--- src/rtl/module_pc_fetch.sv ---
// PC register and instruction-fetch stage: sequences the imem request/ack handshake,
// holds the fetched word for decode and selects the next PC on consumption.
module module_pc_fetch #(
  parameter logic [31:0] RESET_VECTOR = 32'h0000_0000,
  parameter logic [31:0] NOP_INSTR    = 32'h0000_0013
) (
  input  logic        clk_i,
  input  logic        rst_i,
  input  logic        stall_i,
  input  logic [1:0]  pc_src_i,
  input  logic [31:0] branch_target_i,
  input  logic [31:0] jalr_target_i,
  output logic        imem_req_o,
  output logic [31:0] imem_addr_o,
  input  logic        imem_ack_i,
  input  logic [31:0] imem_rdata_i,
  output logic [31:0] instr_o,
  output logic        instr_valid_o,
  input  logic        instr_ready_i,
  output logic [31:0] pc_o,
  output logic [31:0] pc_plus4_o,
  output logic        misaligned_o,
  output logic [31:0] instr_count_o
);

  typedef enum logic [1:0] {StIdle, StWait, StValid} state_e;

  state_e      state_q, state_d;
  logic [31:0] pc_q, pc_d;
  logic [31:0] instr_q, instr_d;
  logic        valid_q, valid_d;
  logic        req_q, req_d;
  logic        mis_q, mis_d;
  logic [31:0] count_q, count_d;

  logic [31:0] pc_plus4;
  logic [31:0] next_sel;
  logic        next_mis;
  logic        consume;

  assign pc_plus4 = pc_q + 32'd4;
  assign consume  = instr_ready_i & ~stall_i;

  // Misalignment is judged on the raw target, before any low bits are cleared.
  always_comb begin
    next_sel = pc_plus4;
    next_mis = 1'b0;
    unique case (pc_src_i)
      2'b01: begin
        next_sel = branch_target_i;
        next_mis = |branch_target_i[1:0];
      end
      2'b10: begin
        next_sel = jalr_target_i & ~32'h1;
        next_mis = |jalr_target_i[1:0];
      end
      default: begin
        next_sel = pc_plus4;
        next_mis = 1'b0;
      end
    endcase
  end

  always_comb begin
    state_d = state_q;
    pc_d    = pc_q;
    instr_d = instr_q;
    valid_d = valid_q;
    req_d   = req_q;
    mis_d   = mis_q;
    count_d = count_q;
    unique case (state_q)
      StIdle: begin
        state_d = StWait;
        req_d   = 1'b1;
      end
      StWait: begin
        if (imem_ack_i) begin
          instr_d = imem_rdata_i;
          valid_d = 1'b1;
          req_d   = 1'b0;
          state_d = StValid;
        end
      end
      StValid: begin
        if (consume) begin
          pc_d    = {next_sel[31:2], 2'b00};
          mis_d   = mis_q | next_mis;
          count_d = count_q + 32'd1;
          instr_d = NOP_INSTR;
          valid_d = 1'b0;
          req_d   = 1'b1;
          state_d = StWait;
        end
      end
      default: begin
        state_d = StIdle;
        req_d   = 1'b0;
        valid_d = 1'b0;
      end
    endcase
  end

  always_ff @(posedge clk_i) begin
    if (rst_i) begin
      state_q <= StIdle;
      pc_q    <= RESET_VECTOR;
      instr_q <= NOP_INSTR;
      valid_q <= 1'b0;
      req_q   <= 1'b0;
      mis_q   <= 1'b0;
      count_q <= 32'd0;
    end else begin
      state_q <= state_d;
      pc_q    <= pc_d;
      instr_q <= instr_d;
      valid_q <= valid_d;
      req_q   <= req_d;
      mis_q   <= mis_d;
      count_q <= count_d;
    end
  end

  assign imem_req_o    = req_q;
  assign imem_addr_o   = pc_q;
  assign instr_o       = instr_q;
  assign instr_valid_o = valid_q;
  assign pc_o          = pc_q;
  assign pc_plus4_o    = pc_plus4;
  assign misaligned_o  = mis_q;
  assign instr_count_o = count_q;

endmodule

--- config.mk ---
export PLATFORM = sky130hd
export DESIGN_NAME = module_pc_fetch
export DESIGN_NICKNAME = d
export VERILOG_FILES = /design/src/rtl/module_pc_fetch.sv
export SDC_FILE = /design/constraint.sdc
export NUM_CORES = 1
export LEC_CHECK = 0
export BUFFER_PORTS_ARGS = -buffer_cell sky130_fd_sc_hd__clkbuf_2
export CAP_MARGIN = 15
export CELL_PAD_IN_SITES_DETAIL_PLACEMENT = 1
export CELL_PAD_IN_SITES_GLOBAL_PLACEMENT = 2
export CORE_MARGIN = 2
export CORE_UTILIZATION = 25
export CTS_CLUSTER_SIZE = 24
export DETAILED_ROUTE_END_ITERATION = 6
export PLACE_DENSITY = 0.86
export REMOVE_ABC_BUFFERS = 1
export SLEW_MARGIN = 10
export SYNTH_ARGS = -nofsm -noshare
export SYNTH_HDL_FRONTEND = slang
export SYNTH_SLANG_ARGS = --single-unit
--- constraint.sdc ---
create_clock -name clk_i -period 3.55 [get_ports clk_i]
set_input_delay 0.8875 -clock clk_i [delete_from_list [all_inputs] [get_ports clk_i]]
set_output_delay 0.8875 -clock clk_i [all_outputs]
set_load 0.005 [all_outputs]
==> impl_results.md <==
* Final Power at around 0.0024 W
* Core ar. at 22000 sq um
* Die Y at about 150 microns
* Critical path class: reg -> out
* Met1 Use GR at 0.226
* Post-synth ARST share at 0
* Met3 GRT Util at 0.0359
* Final wirelength at 20900 microns
* Clk_skew at 0.0108 ns
* DR DRC count at 0
* Rows at 54
* Setup_tns at 0 ns
* Leakage at roughly 3.0 nW
* Max Cap Viol at 0
* CP Capture Type: primary output
* Switch Pwr at 0.000682 W
* # port buffers at 259
* Mapped Cells at between 600 and 700
* CTS tree: yes
* Mean post-synth cell area at 8.11 sq um
* First-pass GRT wire length at 33300 microns
* Fraction of layout cells with a size suffix above 1 at 0.345
* Met2 usage at 0.289
* HP Class: reg -> reg
* Synth top area share at 0.347
* Clock period minus worst slack at 3.34 ns
* Endpoints failing setup at 0
* Initial antenna violation count at 0
* WP data arrival at roughly 2.5 ns
* Chip Width at 154 microns
* Top FF cell, synth: dfxtp_1
* GRT Resource Usage Total at 0.172
* Sequential power share at 0.472
* Post-synth EDFFs at 0
* Worst Path Required at 2.66 ns
* Drt first pass iters at 5
* Post-synth top area cell: dfxtp_1
* Syn Std Cell Area at 5650 sq um
* Initial cell density of the core at 0.256
* Logic pwr share at 0.125
* Switching Fraction at 0.281
* Final worst-path cycle share at 0.941
* Placed insts at 1165
* Synth top area cells: dfxtp_1 35%, a22oi_1 6.8%, buf_4 4.8%
* Area of the multi-input gates at 3150 sq um
* Vias in the first global route at 6191
* Finished Layout Cells at around 1200
* H-tree depth at 3
* Clk pin slew, worst setup/hold paths at about 0.07 ns
* Register area at 1960 sq um
* RSZ-0062 raised after global routing: no
* Finished Cell Area at 7280 sq um
* Final net count at 1003
* Outcome: completed
* Largest net degree at the start of global routing at 59
* Crit Path Max Fanout at 17
* Antenna fix cells at 0
* Global placement routability congestion at 0.779
* CP Launch Type: flip-flop
* Initial drt markers at 235
* Number of synthesized register bits at 98
* Netlist cell types at 62
* Drt via density at 5.26
* Insertion delay to the later sink of the worst-skew pair at 0.35 ns
* Synth-to-Final Area Change at 29.0%
* Internal at 0.00175 W
* Hold Buf Count CTS at 0
* Clock Root Buffer: clkbuf_16
* Synth top cells by count: 98 x dfxtp_1, 66 x nor2_1, 51 x a22oi_1
* Busiest grt layer: met2
* Slew Viols, Final at 0
* Final ANT Viol Nets at 0
* IO Pins at about 270
* Max VDD drop at 0.173 mV
* Final Hold Viols at 0
* Post-route core utilization at 0.331
* DP HPWL at 15200 microns
* Die area at 23800 sq um
* Worst slew pin tran at 0.690 ns
* Ys Warns at 0
* Vias at 6213
* Clock Tree Buf Depth at 2
* Power per cell area at 333 nW/um^2
* Clock Power Share at 0.403
* CTS buffer count at 9
* FILL cells at roughly 2700
* Wire per inst at between 15 and 20 microns
* FMAX at around 0.30 GHz
* Max-slew headroom at 0.540
* Total congestion overflow at 0
* DP Area at 6980 sq um
* Clk sinks at 98
* Count leader, synth: dfxtp_1
* Seq/Total Area, Yosys at 0.347
timing repair:
action / CTS / global route
setup buffers: 0 / 0
endpoints found under the hold margin: 0 / 0
endpoints found under the setup margin: 0 / 15
resized for setup: 0 / 4
cell usage in the layout (no fill, tap or decap), types with 5 or more instances in the layout:
| master | synthesis | layout |
|---|---|---|
| nand3_1 | 32 | 31 |
| nor2_1 | 66 | 65 |
| or3_1 | 11 | 11 |
| and4_1 | 7 | 7 |
| nand4_1 | 17 | 17 |
| o32ai_1 | 5 | 5 |
| and3_1 | 11 | 11 |
| nor4_1 | 12 | 12 |
| a31oi_1 | 11 | 11 |
| inv_1 | 19 | 19 |
| o22ai_1 | 5 | 5 |
| xnor2_1 | 29 | 29 |
| nor3_1 | 17 | 17 |
| a221oi_1 | 8 | 8 |
| o211ai_1 | 11 | 11 |
| a22oi_1 | 51 | 51 |
| dfxtp_1 | 98 | 97 |
| o31ai_1 | 17 | 17 |
| buf_4 | 36 | 22 |
| a21oi_1 | 38 | 38 |
| o21ai_0 | 15 | 15 |
| clkbuf_16 | 0 | 9 |
| clkbuf_2 | 1 | 258 |
| or4_1 | 19 | 19 |
| conb_1 | 1 | 6 |
| nand2_1 | 39 | 39 |
| xor2_1 | 8 | 8 |
sequential cells by signal (all words and copies together) (netlist names):
| register | cells |
|---|---|
| imem_req_o | 1 |
| instr_valid_o | 1 |
| state_q | 1 |
| misaligned_o | 1 |
| imem_addr_o | 30 |
| instr_count_o | 32 |
| instr_o | 32 |
layer usage:
| metal | vias up | part of all wire |
|---|---|---|
| met5 | - | 0 |
| met4 | 0 | 0.0081 |
| met3 | 13 | 0.061 |
| met2 | 216 | 0.46 |
| met1 | 3024 | 0.47 |
| li1 | 2960 | - |
worst max-delay path: stages (launching register included):
cell      delay [ns]
dfxtp_1         0.51
ha_2            0.31
nand3_2         0.20
nor4_4          0.30
buf_4           0.29
nand4_1         0.18
xnor2_1         0.18
clkbuf_2        0.14
stage by stage:
stage | worst slack [ns] | hold WS [ns]
6_report | 0.208 | 0.475
5_1_grt | 0.0186 | 0.497
4_1_cts | 0.00200 | 0.477
3_5_place_dp | 0.396 | 0.458
3_3_place_gp | 0.517 | 0.458
2_1_floorplan | -0.474 | 0.460
logic make-up after synthesis:
group | count (synthesis) | synth area share
flops | 98 | 0.347
compound gates | 194 | 0.244
fa+ha+maj | 4 | 0.00886
simple gates | 245 | 0.235
xor+xnor | 37 | 0.0574
other cells | 1 | 0.000664
buf+inv | 117 | 0.107
power groups by stage:
stage | Combinational [W] | Sequential, W | Clock, W
2_1_floorplan | 0.000128 | 0.00117 | 0
3_3_place_gp | 0.000306 | 0.00117 | 0
3_5_place_dp | 0.000308 | 0.00117 | 0
4_1_cts | 0.000309 | 0.00115 | 0.00103
5_1_grt | 0.000337 | 0.00115 | 0.00106
6_report | 0.000303 | 0.00115 | 0.000978
final timing paths:
kind,startpoint,endpoint,slack (ns),depth (start not counted)
setup / recovery,imem_addr_o[2],pc_plus4_o[30],0.21,7
setup reg to reg,instr_count_o[0],instr_count_o[28],1.31,5
hold / removal,instr_o[1],instr_o[1],0.47,2
hold reg to reg,instr_o[1],instr_o[1],0.47,2
layout make-up:
class	instances	share of cell area
Sequential cell	98	0.270
Tap cell	280	0.0481
Clock buffer	9	0.0309
Clock inverter	7	0.00859
Multi-Input combinational cell	486	0.432
Inverter	21	0.0108
Timing Repair Buffer	280	0.200
Power figures use the tool's default switching activity.
